<file path="config.mk">
export PLATFORM = sky130hd
export DESIGN_NAME = pwm_deadtime
export DESIGN_NICKNAME = d
export VERILOG_FILES = /design/src/rtl/pwm_deadtime.sv
export SDC_FILE = /design/constraint.sdc
export NUM_CORES = 1
export LEC_CHECK = 0
export CAP_MARGIN = 0
export CORE_MARGIN = 3
export CORE_UTILIZATION = 40
export DETAILED_ROUTE_END_ITERATION = 12
export GPL_TIMING_DRIVEN = 0
export PLACE_DENSITY_LB_ADDON = 0.1
export SLEW_MARGIN = 20
export SYNTH_ARGS = -nofsm -noshare
export SYNTH_HDL_FRONTEND = slang
export SYNTH_SLANG_ARGS = --single-unit
</file>
<file path="constraint.sdc">
create_clock -name clk -period 2.5 [get_ports clk]
set_input_delay 0.5 -clock clk [delete_from_list [all_inputs] [get_ports clk]]
set_output_delay 0.5 -clock clk [all_outputs]
set_load 0.02 [all_outputs]
</file>
<file path="src/rtl/pwm_deadtime.sv">
// Half-bridge gate driver with programmable dead time, fault latch and
// switching-event counter. The incoming PWM is registered once and every
// decision is made on that registered copy.
module pwm_deadtime #(
  parameter int unsigned DT_W  = 16,
  parameter int unsigned CNT_W = 16
) (
  input  logic             clk,
  input  logic             rst,
  input  logic             en,
  input  logic             pwm_in,
  input  logic [DT_W-1:0]  dead_cycles,
  input  logic             fault_in,
  input  logic             fault_clr,
  output logic             out_hi,
  output logic             out_lo,
  output logic             fault_latched,
  output logic [CNT_W-1:0] sw_count
);

  localparam logic [2:0] S_OFF   = 3'd0;
  localparam logic [2:0] S_DT_H  = 3'd1;
  localparam logic [2:0] S_HI    = 3'd2;
  localparam logic [2:0] S_DT_L  = 3'd3;
  localparam logic [2:0] S_LO    = 3'd4;
  localparam logic [2:0] S_FAULT = 3'd5;

  logic [2:0]      state;
  logic [2:0]      state_nxt;
  logic            pwm_q;
  logic [DT_W-1:0] dead_cnt;
  logic [DT_W-1:0] dead_cnt_nxt;
  logic [DT_W-1:0] dead_len;
  logic            in_dead;
  logic            nxt_dead;

  // Zero dead time still yields one both-off cycle.
  assign dead_len = (dead_cycles == '0) ? DT_W'(1) : dead_cycles;
  assign in_dead  = (state == S_DT_H) || (state == S_DT_L);
  assign nxt_dead = (state_nxt == S_DT_H) || (state_nxt == S_DT_L);

  // Next-state logic: fault beats enable, enable beats normal switching.
  always_comb begin
    state_nxt = state;
    if (fault_in) begin
      state_nxt = S_FAULT;
    end else begin
      case (state)
        S_OFF: begin
          if (en) state_nxt = pwm_q ? S_DT_H : S_DT_L;
        end
        S_DT_H, S_DT_L: begin
          if (!en)                      state_nxt = S_OFF;
          else if (dead_cnt <= DT_W'(1)) state_nxt = pwm_q ? S_HI : S_LO;
        end
        S_HI: begin
          if (!en)        state_nxt = S_OFF;
          else if (!pwm_q) state_nxt = S_DT_L;
        end
        S_LO: begin
          if (!en)       state_nxt = S_OFF;
          else if (pwm_q) state_nxt = S_DT_H;
        end
        S_FAULT: begin
          if (fault_clr) state_nxt = S_OFF;
        end
        default: state_nxt = S_OFF;
      endcase
    end
  end

  // Dead counter: load on entry to a dead state, count down while inside.
  always_comb begin
    dead_cnt_nxt = '0;
    if (nxt_dead) begin
      if (in_dead) dead_cnt_nxt = dead_cnt - DT_W'(1);
      else         dead_cnt_nxt = dead_len;
    end
  end

  // State, input sample and dead counter registers.
  always_ff @(posedge clk) begin
    if (rst) begin
      state    <= S_OFF;
      pwm_q    <= 1'b0;
      dead_cnt <= '0;
    end else begin
      state    <= state_nxt;
      pwm_q    <= pwm_in;
      dead_cnt <= dead_cnt_nxt;
    end
  end

  // Outputs decoded from the next state so they change on the same edge as the state.
  always_ff @(posedge clk) begin
    if (rst) begin
      out_hi        <= 1'b0;
      out_lo        <= 1'b0;
      fault_latched <= 1'b0;
      sw_count      <= '0;
    end else begin
      out_hi        <= (state_nxt == S_HI);
      out_lo        <= (state_nxt == S_LO);
      fault_latched <= (state_nxt == S_FAULT);
      if ((state_nxt == S_HI) && (state != S_HI)) begin
        sw_count <= sw_count + CNT_W'(1);
      end
    end
  end

endmodule

</file>
Yosys cells after proc, flatten, opt, wreduce, memory -nomap -nowiden. Index checks and enable logic that the tools add are counted.

Flip-flop bits (word level): 39. Bits of input ports: 22. Output and inout bits: 19. Logic and storage cells: 43.

Add/subtract/negate cells: 2. $lt $le $gt $ge: 1. Equal/unequal tests: 11. Multiplexer cells: 14. Bitwise logic cells: 1. Reduce and logical (&&, ||, !) cells: 7.

Operators by type and width (count): 2-to-1 mux 16 bit (2); 2-to-1 mux 3 bit (10); adder 16 x 1 -> 16 bit, second input constant (1); less-or-equal comparator 16 x 1 -> 1 bit, second input constant (1); logical NOT 16 bit (1); subtractor 16 x 1 -> 16 bit, second input constant (1); one-hot mux 3 bit (5 select lines) (1); == test 3 x 2 -> 1 bit, second input constant (4); == test 3 bit, second input constant (4); == test 3 x 1 -> 1 bit, second input constant (2); OR reduction 2 bit (2); logical NOT 3 bit (1); != test 3 x 2 -> 1 bit, second input constant (1); logical OR 1 bit (2); 2-to-1 mux 2 bit (1); logical AND 1 bit (1); inverter 1 bit (1).

Depth between registers and ports, before layout.
Word-level depth: 9. Mapped depth: 10. Depth with buffers taken out: 8.

Worst setup path after synthesis. Ideal clock, no wire load.

Path kind: reg-to-reg. From: register dead_cnt[0]. To: register dead_cnt[7]. Library setup time: 0.073 ns. Data arrival time: 2.132 ns. Data required time: 2.427 ns. Path slack: 0.295 ns. Cell stages (with the launch flop): 11. Buffers on the path: 2. Clock period less this slack: 2.205 ns. Path through: dfxtp_1 -> inv_1 -> ha_1 -> nor2_1 -> nor3_2 -> a31o_1 -> a211o_1 -> or3_1 -> buf_6 -> buf_12 -> nor3_4.

Cells in the longest elaborated chain, start to end: 9. Elaborated cells on any way between the ends: 12. Those cells by class: add/sub (1); order compare (1); eq/ne (2); mux (5); bitwise (1); reduce/logical (2).

Ends and longest elaborated chain: start: declaration (RTL line 31) `logic [DT_W-1:0] dead_cnt;`; start signal: assignment (RTL line 90) `dead_cnt <= dead_cnt_nxt;`; less-or-equal comparator 16 x 1 -> 1 bit (RTL line 54) `else if (dead_cnt <= DT_W'(1)) state_nxt = pwm_q ? S_HI : S_LO;`; 2-to-1 mux 3 bit (RTL line 54); 2-to-1 mux 3 bit (RTL line 53) `if (!en) state_nxt = S_OFF;`; one-hot mux 3 bit (5 select lines) (RTL line 48) `case (state)`; 2-to-1 mux 3 bit (RTL line 45) `if (fault_in) begin`; == test 3 x 1 -> 1 bit or == test 3 x 2 -> 1 bit (tied branches) (RTL line 40) `assign nxt_dead = (state_nxt == S_DT_H) || (state_nxt == S_DT_L);`; logical OR 1 bit (RTL line 40); inverter 1 bit (no line); OR reduction 2 bit (no line).

Parallel ways exist; a longest one is shown, timed or not. A chain may end at the register's enable or synchronous reset.

Final worst setup path.
From: register dead_cnt[1]. To: register dead_cnt[8].

Same word-level chain as after synthesis.

==> metrics <==
ant diodes=0; worst stage delay on the critical path=about 0.38 ns; max cap viols=0; Clock Latency Late Sink=0.29 ns; row count=26; Synth Cell Area=0.00220 mm2; Crit. End Element=flop; Netlist cell types=53; Congestion Overflow GR=0; worst hold stages=1; DRC violations left=0; register area=between 700 and 800 um2; CTS tree=built; WS Path Type=flop to flop; number of global-route vias before repair=1826; area of the multi-input gates=roughly 0.0013 mm2; RePlAce Congestion=0.841; Final min period=around 2.4 ns; PwrDens=507 mW/mm2; outcome=finished, final reports clean; buffers from clock root to sink, at most=2; worst hold-check path type=flop to flop; Syn-to-layout area delta=26.8%; worst endpoint required time=2.70 ns; CTS Sinks=39; DIE AREA=0.00643 mm2; largest cells by area after synthesis=dfxtp_1 (35%), nor2_1 (6.5%), a211oi_2 (5.1%), nor2b_1 (3.4%), nand4_1 (3.1%); layout cells sized above 1=12.9%; placed cell area=about 0.0027 mm2; top cell type by total area after synthesis=dfxtp_1; Fill cells=roughly 530; commonest non-fill, non-tap cells in the layout=clkdlybuf4s50_1 (39), dfxtp_1 (38), nor2_1 (37), nand2_1 (13), nor2b_1 (12); Fin. Hold Viols=0; sequential element share of the synthesized area=35.5%; min-delay src=dead_cnt[0]; Max FO, Critical Path=10; Clock transition at path regs=0.08 ns; WHS Endpoint=dead_cnt[0]; DP Wirelength=3.82 mm; worst r2r dst=dead_cnt[8]; unrepaired setup endpoints after global routing=false; Switch Pwr=0.433 mW; DR pass1 iterations=4; # IOs=around 40; Critical-path top delay cell=dfxtp_1; TritonCTS buffer count=5; core region area=0.00520 mm2; Synth warnings=0; Slew Viols, Final=0; WHS=0.505 ns; R2R depth=10; layout net count=approximately 320; Cells after Synth=248; Setup WS post-layout=0.142 ns; Clk network pwr share=28.2%; Net Sw Frac=30.6%; CTS Hold Bufs=0; initial DRC count=~110; ys async rst share=0%; Sequential Power Share=47.0%; peak supply drop=0.000350 V; commonest non-fill, non-tap cell in the layout=clkdlybuf4s50_1; slew at the pin closest to its max-slew limit=0.707 ns; Post-synth EDFFs=0; Vias/cell=5.39; period utilization=94.3%; Synth Register Bits=39; R2R Setup Slk=0.14 ns; crit path DAT=2.56 ns; post-synth top area share=between 30% and 40%; CP Buf/Inv Count=3; Post-DRT Antenna Nets=0; Comb pwr share=about 25%; GRT Total Usage=17.2%; initial antenna violation count=0; total wire length=5.30 mm; overall die height=80.2 um; Pleak=about 1.1 nW; Clock Skew=0.0134 ns; Setup crit start kind=flop; via count=1969; cells along the critical path=inv_1 > ha_1 > nor2_4 > nor3_2 > a31o_1 > a211o_1 > or3_1 > buf_6 > buf_12 > a211oi_2; Final Cell Area=~0.0028 mm2; setup violators final=0; first-pass GRT wire length=8.74 mm; Sum Neg Setup Slack=0 ns; CP top delay family=compound AO/OA/AOI/OAI gates; largest net degree at the start of global routing=11; Worst R2R Start=dead_cnt[1]; main flop type after synthesis=dfxtp_1; clk root buf=clkbuf_8; relative slew slack=between 50% and 60%; IO buf count=40; worst slack, placed=-0.244 ns; die width=80.2 um; drt wl/cell=14.5 um; synthesized area per cell=8.88 um2; f_max=424 MHz; H-tree depth=2; Syn Nets=273; Pint=0.982 mW; starting density of the core=42.3%
kinds of logic after synthesis:
kind of cell    share of synthesized area, %
compound gates                          17.3
xor+xnor                                3.58
fa+ha+maj                               1.70
buf+inv                                 5.74
flops                                   35.5
mux                                     4.09
simple gates                            32.2
layer usage:
metal,up-vias,global-route usage (%),share of wire (%)
li1,997,-,-
met1,916,24.8,52
met2,50,24.9,42
met3,6,4.26,4.7
met4,0,5.41,1.2
met5,-,0,0
power groups by stage:
stage          Combinational, mW  Clock [mW]  Sequential, mW
3_5_place_dp               0.342           0           0.679
5_1_grt                    0.386       0.436           0.668
6_report                   0.350       0.400           0.666
4_1_cts                    0.344       0.410           0.665
3_3_place_gp               0.341           0           0.679
2_1_floorplan              0.237           0           0.679
worst max-delay path by stage:
stage,cells past startpoint,to,startpoint,slack [ns]
2_1_floorplan,10,dead_cnt[7],dead_cnt[0],0.30
3_3_place_gp,8,sw_count[15],en,-0.26
3_5_place_dp,8,sw_count[9],en,-0.24
4_1_cts,8,sw_count[15],en,0.05
5_1_grt,10,sw_count[14],dead_cnt[1],0.009
6_report,10,dead_cnt[8],dead_cnt[1],0.14
synth_stat cells, types with 2 or more instances:
master / count
dfxtp_1: 39
nor2_1: 38
nand2_1: 13
nor2b_1: 12
nand4_1: 11
a21oi_1: 10
a211oi_2: 9
and3_1: 9
inv_1: 9
clkbuf_1: 6
nand3_1: 6
xor2_1: 6
a31o_1: 5
mux2_1: 5
a311oi_1: 4
nor4_1: 4
o21ai_0: 4
a211oi_1: 3
buf_4: 3
ha_1: 3
mux2_2: 3
nand4b_1: 3
nor3b_1: 3
or3_1: 3
xnor2_1: 3
and4_1: 2
buf_6: 2
nor3_1: 2
nor4bb_1: 2
o31ai_1: 2
o41ai_1: 2
repair_timing:
item	CTS	global route
endpoints found under the setup margin	1	19
setup buffers	0	1
gates resized for setup	1	5
endpoints found under the hold margin	0	0
pin swaps	0	1
registers in the layout, summed over array words and instances, names as in the netlist:
signal         flops
dead_cnt          16
out_hi             1
state              3
out_lo             1
fault_latched      1
pwm_q              1
sw_count          16
area by class of cell:
cell class              instances  share of cell area (%)
multi-input cells             187                    47.0
flip-flops and latches         39                    28.0
repair buffers                 41                    14.7
plain buffers                  13                    3.32
well taps                      70                    3.14
clock buffers                   6                    2.60
inverters                       9                    1.21
metrics by stage:
| stage | std cells | power (mW) | util [%] |
|---|---|---|---|
| floorplan | 248 | 0.916 | - |
| global placement | 358 | 1.02 | 51.7 |
| detailed placement | 358 | 1.02 | 51.7 |
| CTS | 364 | 1.42 | 53.1 |
| global route | 365 | 1.49 | 53.7 |
| finish | 365 | 1.42 | 53.7 |
Note: power is estimated with default switching activity, not from simulation.
